$ cat src/rtl/baud_tick_generator_pkg.sv
// Shared constants and divisor helpers for the baud tick generator.
// The rate table maps the 3-bit selector to a tick rate in Hz.
package baud_tick_pkg;

  localparam int TICKS_W_DEFAULT = 17;
  localparam int PRESC_W_DEFAULT = 26;
  localparam int NUM_RATES       = 8;

  function automatic int unsigned rate_hz(input logic [2:0] sel);
    int unsigned r;
    case (sel)
      3'd0:    r = 9600;
      3'd1:    r = 19200;
      3'd2:    r = 38400;
      3'd3:    r = 57600;
      3'd4:    r = 115200;
      3'd5:    r = 1000;
      3'd6:    r = 100;
      default: r = 1;
    endcase
    return r;
  endfunction

  // A rate faster than the clock clamps to one tick per clock.
  function automatic int unsigned div_for(input logic [2:0] sel, input int unsigned clk_hz);
    int unsigned q;
    q = clk_hz / rate_hz(sel);
    return (q == 0) ? 1 : q;
  endfunction

endpackage

$ cat src/rtl/baud_tick_generator_if.sv
// Control/status bundle between a stepper consumer and the baud tick generator.
interface baud_tick_if
  import baud_tick_pkg::*;
#(
  parameter int TICKS_W = TICKS_W_DEFAULT
);
  logic               start;
  logic [2:0]         baud_rate_1;
  logic [TICKS_W-1:0] ticks;
  logic               tick;

  modport master (output start, baud_rate_1, input ticks, tick);
  modport slave  (input start, baud_rate_1, output ticks, tick);
endinterface

$ cat src/rtl/baud_tick_generator_prescaler.sv
// Clock prescaler: counts 0..div-1 while enabled and flags the terminal cycle.
module tick_prescaler
  import baud_tick_pkg::*;
#(
  parameter int PRESC_W = PRESC_W_DEFAULT
) (
  input  logic               clk,
  input  logic               rst,
  input  logic               en,
  input  logic               clr,
  input  logic [PRESC_W-1:0] div,
  output logic               expire
);

  logic [PRESC_W-1:0] count;
  logic               at_end;

  assign at_end = (count == div - PRESC_W'(1));
  assign expire = en & ~clr & at_end;

  always_ff @(posedge clk) begin
    if (rst || clr || !en) begin
      count <= '0;
    end else if (at_end) begin
      count <= '0;
    end else begin
      count <= count + PRESC_W'(1);
    end
  end

endmodule

$ cat src/rtl/baud_tick_generator.sv
// Free-running tick counter paced by a selectable-rate prescaler.
// A selector change restarts the period so no partial period is seen at the new rate.
module baud_tick_generator
  import baud_tick_pkg::*;
#(
  parameter int unsigned CLK_FREQ_HZ = 50_000_000,
  parameter int          TICKS_W     = TICKS_W_DEFAULT,
  parameter int          PRESC_W     = PRESC_W_DEFAULT
) (
  input  logic       clk,
  input  logic       rst,
  baud_tick_if.slave bus
);

  logic [2:0]         sel_q;
  logic               sel_changed;
  logic [TICKS_W-1:0] ticks_q;
  logic               tick_q;
  logic               expire;
  logic [PRESC_W-1:0] div;
  logic [PRESC_W-1:0] div_tbl [NUM_RATES];

  for (genvar g = 0; g < NUM_RATES; g++) begin : g_div
    assign div_tbl[g] = PRESC_W'(div_for(3'(g), CLK_FREQ_HZ));
  end

  assign div         = div_tbl[sel_q];
  assign sel_changed = (bus.baud_rate_1 != sel_q);

  tick_prescaler #(
    .PRESC_W (PRESC_W)
  ) u_prescaler (
    .clk    (clk),
    .rst    (rst),
    .en     (bus.start),
    .clr    (sel_changed),
    .div    (div),
    .expire (expire)
  );

  always_ff @(posedge clk) begin
    if (rst) begin
      sel_q   <= '0;
      ticks_q <= '0;
      tick_q  <= 1'b0;
    end else begin
      sel_q  <= bus.baud_rate_1;
      tick_q <= expire;
      if (expire) begin
        ticks_q <= ticks_q + TICKS_W'(1);
      end
    end
  end

  assign bus.ticks = ticks_q;
  assign bus.tick  = tick_q;

endmodule

$ cat src/flat_wrapper.sv
// flat-port wrapper written by rule: the top's interface ports become plain ports
module baud_tick_generator_flat import baud_tick_pkg::*;
#(
  parameter int unsigned CLK_FREQ_HZ = 50_000_000,
  parameter int          TICKS_W     = TICKS_W_DEFAULT,
  parameter int          PRESC_W     = PRESC_W_DEFAULT
)
  (clk, rst, bus_start, bus_baud_rate_1, bus_ticks, bus_tick);
  baud_tick_if #(.TICKS_W(TICKS_W)) bus_i ();
  input  logic clk;
  input  logic rst;
  input wire logic [$bits(bus_i.start)-1:0] bus_start;
  input wire logic [$bits(bus_i.baud_rate_1)-1:0] bus_baud_rate_1;
  output wire logic [$bits(bus_i.ticks)-1:0] bus_ticks;
  output wire logic [$bits(bus_i.tick)-1:0] bus_tick;
  assign bus_i.start = bus_start;
  assign bus_i.baud_rate_1 = bus_baud_rate_1;
  assign bus_ticks = bus_i.ticks;
  assign bus_tick = bus_i.tick;
  baud_tick_generator #(.CLK_FREQ_HZ(CLK_FREQ_HZ), .TICKS_W(TICKS_W), .PRESC_W(PRESC_W)) u_core (.clk(clk), .rst(rst), .bus(bus_i));
endmodule
$ cat config.mk
export PLATFORM = sky130hd
export DESIGN_NAME = baud_tick_generator_flat
export DESIGN_NICKNAME = d
export VERILOG_FILES = /design/src/rtl/baud_tick_generator_pkg.sv /design/src/rtl/baud_tick_generator_if.sv /design/src/rtl/baud_tick_generator_prescaler.sv /design/src/rtl/baud_tick_generator.sv /design/src/flat_wrapper.sv
export SDC_FILE = /design/constraint.sdc
export NUM_CORES = 1
export LEC_CHECK = 0
export CORE_UTILIZATION = 53
export CTS_CLUSTER_SIZE = 16
export DETAILED_ROUTE_END_ITERATION = 16
export GPL_TIMING_DRIVEN = 0
export PLACE_DENSITY = 0.82
export SETUP_SLACK_MARGIN = 0.5
export SLEW_MARGIN = 20
export SYNTH_ARGS = -nofsm -noshare
export SYNTH_HDL_FRONTEND = slang
export SYNTH_SLANG_ARGS = --single-unit
$ cat constraint.sdc
create_clock -name clk -period 3.63 [get_ports clk]
set_input_delay 0.726 -clock clk [delete_from_list [all_inputs] [get_ports clk]]
set_output_delay 0.726 -clock clk [all_outputs]
set_load 0.01 [all_outputs]
==> flow_summary_export.csv <==
group,metric,value,unit
cts,insertion_delay,0.31,ns
timing,relSlewSlack,60.7,%
critical_path,cpLargestDelayFamily,"simple AND/OR/NAND/NOR gates",
timing,worst_pin_slew,0.589,ns
die,die_w,77.3,um
cts,cts_root_buffer,"clkbuf_8",
critical_path,critPathBufInv,6,
pwr,power.total,1.10,mW
global_routing,grt_max_degree,17,
synthesis,synthTopCellsByCount,"dfxtp_1 (47), nor2_1 (47), xnor2_1 (26)",
min_path,hold_path.class,"flop to flop",
detailed_routing,vias,3275,
critical_path,r2r_slack,-0.31,ns
timing,period_needed,3.94,ns
global_routing,grt_pass1_wl,14100,um
detailed_routing,drc,0,
synthesis,synth-edff-count,0,
pwr,powerDensity,266,nW/um2
critical_path,crit_slowest_cell,"or4_4",
timing,fin_crit_sh,109,%
placement,dp_worst_setup_slack,-0.390,ns
die,die_area,5970,um2
pwr,ir_drop,0.209,mV
run,maxCapViolations,0,
placement,dp_hpwl,5580,um
timing,fin_skew,0.00884,ns
detailed_routing,wl_per_cell,19.6,um
detailed_routing,antenna_left,0,
synthesis,syn_inst,377,
critical_path,crit_type,"flop to flop",
synthesis,synth-async-reset-ratio,0,%
detailed_routing,drtIter0Drc,320,
detailed_routing,viasPerCell,6.42,
layout,layout-drive-gt1-share,26.0,%
synthesis,yosysWarnings,0,
critical_path,max_stage_delay,0.57,ns
synthesis,syn_nets,395,
cts,ctsLongestPathBuffers,2,
critical_path,critPathMaxFanout,5,
global_routing,grt_pass1_vias,2896,
cts,cts_htree_levels,2,
die,ioPinCount,24,
critical_path,critPathCaptureType,"flop",
critical_path,arrival,4.18,ns
layout,antenna_cells,0,
synthesis,synth.area.top_cells,"dfxtp_1 (31%), xnor2_1 (7.6%), nor2_1 (5.9%)",
placement,port_buffers,23,
synthesis,yosysSeqAreaShare,31.3,%
cts,clkSinkCount,47,
layout,area_delta_synth_final,38.2,%
outcome,violations,"negative setup slack",
timing,rsz0062_at_grt,"yes",
synthesis,ys.flop_type,"dfxtp_1",
cts,cts_tree,"done",
die,die_h,77.3,um
synthesis,syn_area,3000,um2
cts,numCtsBuffers,5,
detailed_routing,wirelength,9990,um
die,start_util,54.9,%
critical_path,critPathRequiredTime,3.87,ns
global_routing,grt-ovfl-total,0,
global_routing,grtUsageTotal,29.6,%
synthesis,synth_top_cell_by_area,"dfxtp_1",
timing,hold_viol,0,
timing,worst_slack,-0.314,ns
synthesis,ys_ff_latch,47,
synthesis,synthDistinctLibCells,52,
global_routing,antenna_found_initial,0,
detailed_routing,firstDrtPassIters,5,
critical_path,crit_path_cell_trace,"buf_8 -> inv_8 -> ha_4 -> clkbuf_16 -> mux2i_4 -> ha_4 -> o211a_1 -> buf_4 -> xnor2_2 -> nand4_1 -> nor4b_2 -> nand4_1 -> or4_4 -> buf_6 -> buf_4 -> or4_1 -> a21oi_1",
placement,gp_congestion,0.958,
pwr,p_leak,1.35,nW
die,core,5470,um2
cts,clk_pin_slew,0.10,ns
critical_path,worst_setup_path_start_kind,"flop",
synthesis,syn_area_per_cell,7.97,um2
die,rows,27,
outcome,status,"complete, but fails checks",
layout,nets,455,
timing,slew_viol_final,0,
timing,fmax,254,MHz
synthesis,synth_top_area_share,31.3,%
timing,final-setup-viol-count,31,
-- cell usage in the layout, fill, tap and decap left out, types with 10 or more instances in the layout --
cell,instances
dfxtp_1,44
nor2_1,26
xnor2_1,25
clkdlybuf4s50_1,23
buf_4,20
nand3_1,17
nand2_1,16
nand4_1,15
a21oi_1,15
xor2_1,14
nor2_4,14
clkbuf_1,12
o21ai_0,12
buf_6,11
or3_1,11
inv_1,10
-- routing by layer --
| layer | track usage (%) | share of wire (%) |
|---|---|---|
| met1 | 38.5 | 41 |
| met2 | 47.3 | 47 |
| met3 | 4.88 | 7.7 |
| met4 | 14.2 | 4.4 |
| met5 | 0 | 0 |
-- registers in the layout (all words and copies together) (netlist names) --
register                  count
u_core.bus.ticks             17
u_core.u_prescaler.count     26
u_core.sel_q                  3
u_core.bus.tick               1
-- power breakdown --
part	switching, mW	internal, mW	leakage, nW
registers	0.00293	0.517	0.381
logic	0.0964	0.0840	0.914
clock network	0.194	0.209	0.0587
total	0.294	0.810	1.35
-- per-stage QoR --
step | cells | util (%) | hold WS (ns) | cell area (um2) | TNS, ns
2_1_floorplan | 377 | - | 0.437 | 3080 | 0
3_3_place_gp | 472 | 62.2 | 0.464 | 3400 | -8.88
6_report | 510 | 75.9 | 0.516 | 4150 | -3.19
4_1_cts | 505 | 70.4 | 0.501 | 3850 | -0.00796
5_1_grt | 510 | 75.9 | 0.539 | 4150 | -5.02
3_5_place_dp | 472 | 62.2 | 0.484 | 3400 | -11.80
-- cell type report --
cell class	instances	area, um2
Multi-Input combinational cell	291	2200
Fill cell	365	1320
Sequential cell	47	950
Timing Repair Buffer	53	504
Buffer	25	221
Tap cell	72	90.1
Clock buffer	5	68.8
Inverter	14	65.1
Clock inverter	3	47.5
-- cell families after synthesis --
group / share of synthesized area (%)
buf+inv: 5.62
mux: 1.33
simple gates: 28.7
compound gates: 16.3
fa+ha+maj: 5.00
xor+xnor: 11.7
flops: 31.3
-- worst min-delay path, cell delays in order (launching register included) --
cell and delay (ns):
dfxtp_1 0.34, o31ai_1 0.08, a21oi_2 0.05
-- path summary, 6_finish.rpt --
kind	startpoint	end	cells after the start
min reg2reg	u_core.bus.ticks[12]	u_core.bus.ticks[12]	2
max	u_core.sel_q[0]	u_core.bus.ticks[10]	17
max reg2reg	u_core.sel_q[0]	u_core.bus.ticks[10]	17
min	u_core.bus.ticks[12]	u_core.bus.ticks[12]	2
-- timing repair --
item / in CTS / in global routing
hold buffers: 0 / 0
buffers inserted: 23 / 4
setup endpoints to repair: 42 / 42
pin swaps: 10 / 25
resized for setup: 31 / 61
gates cloned: 2 / 1
Power figures use the tool's default switching activity.
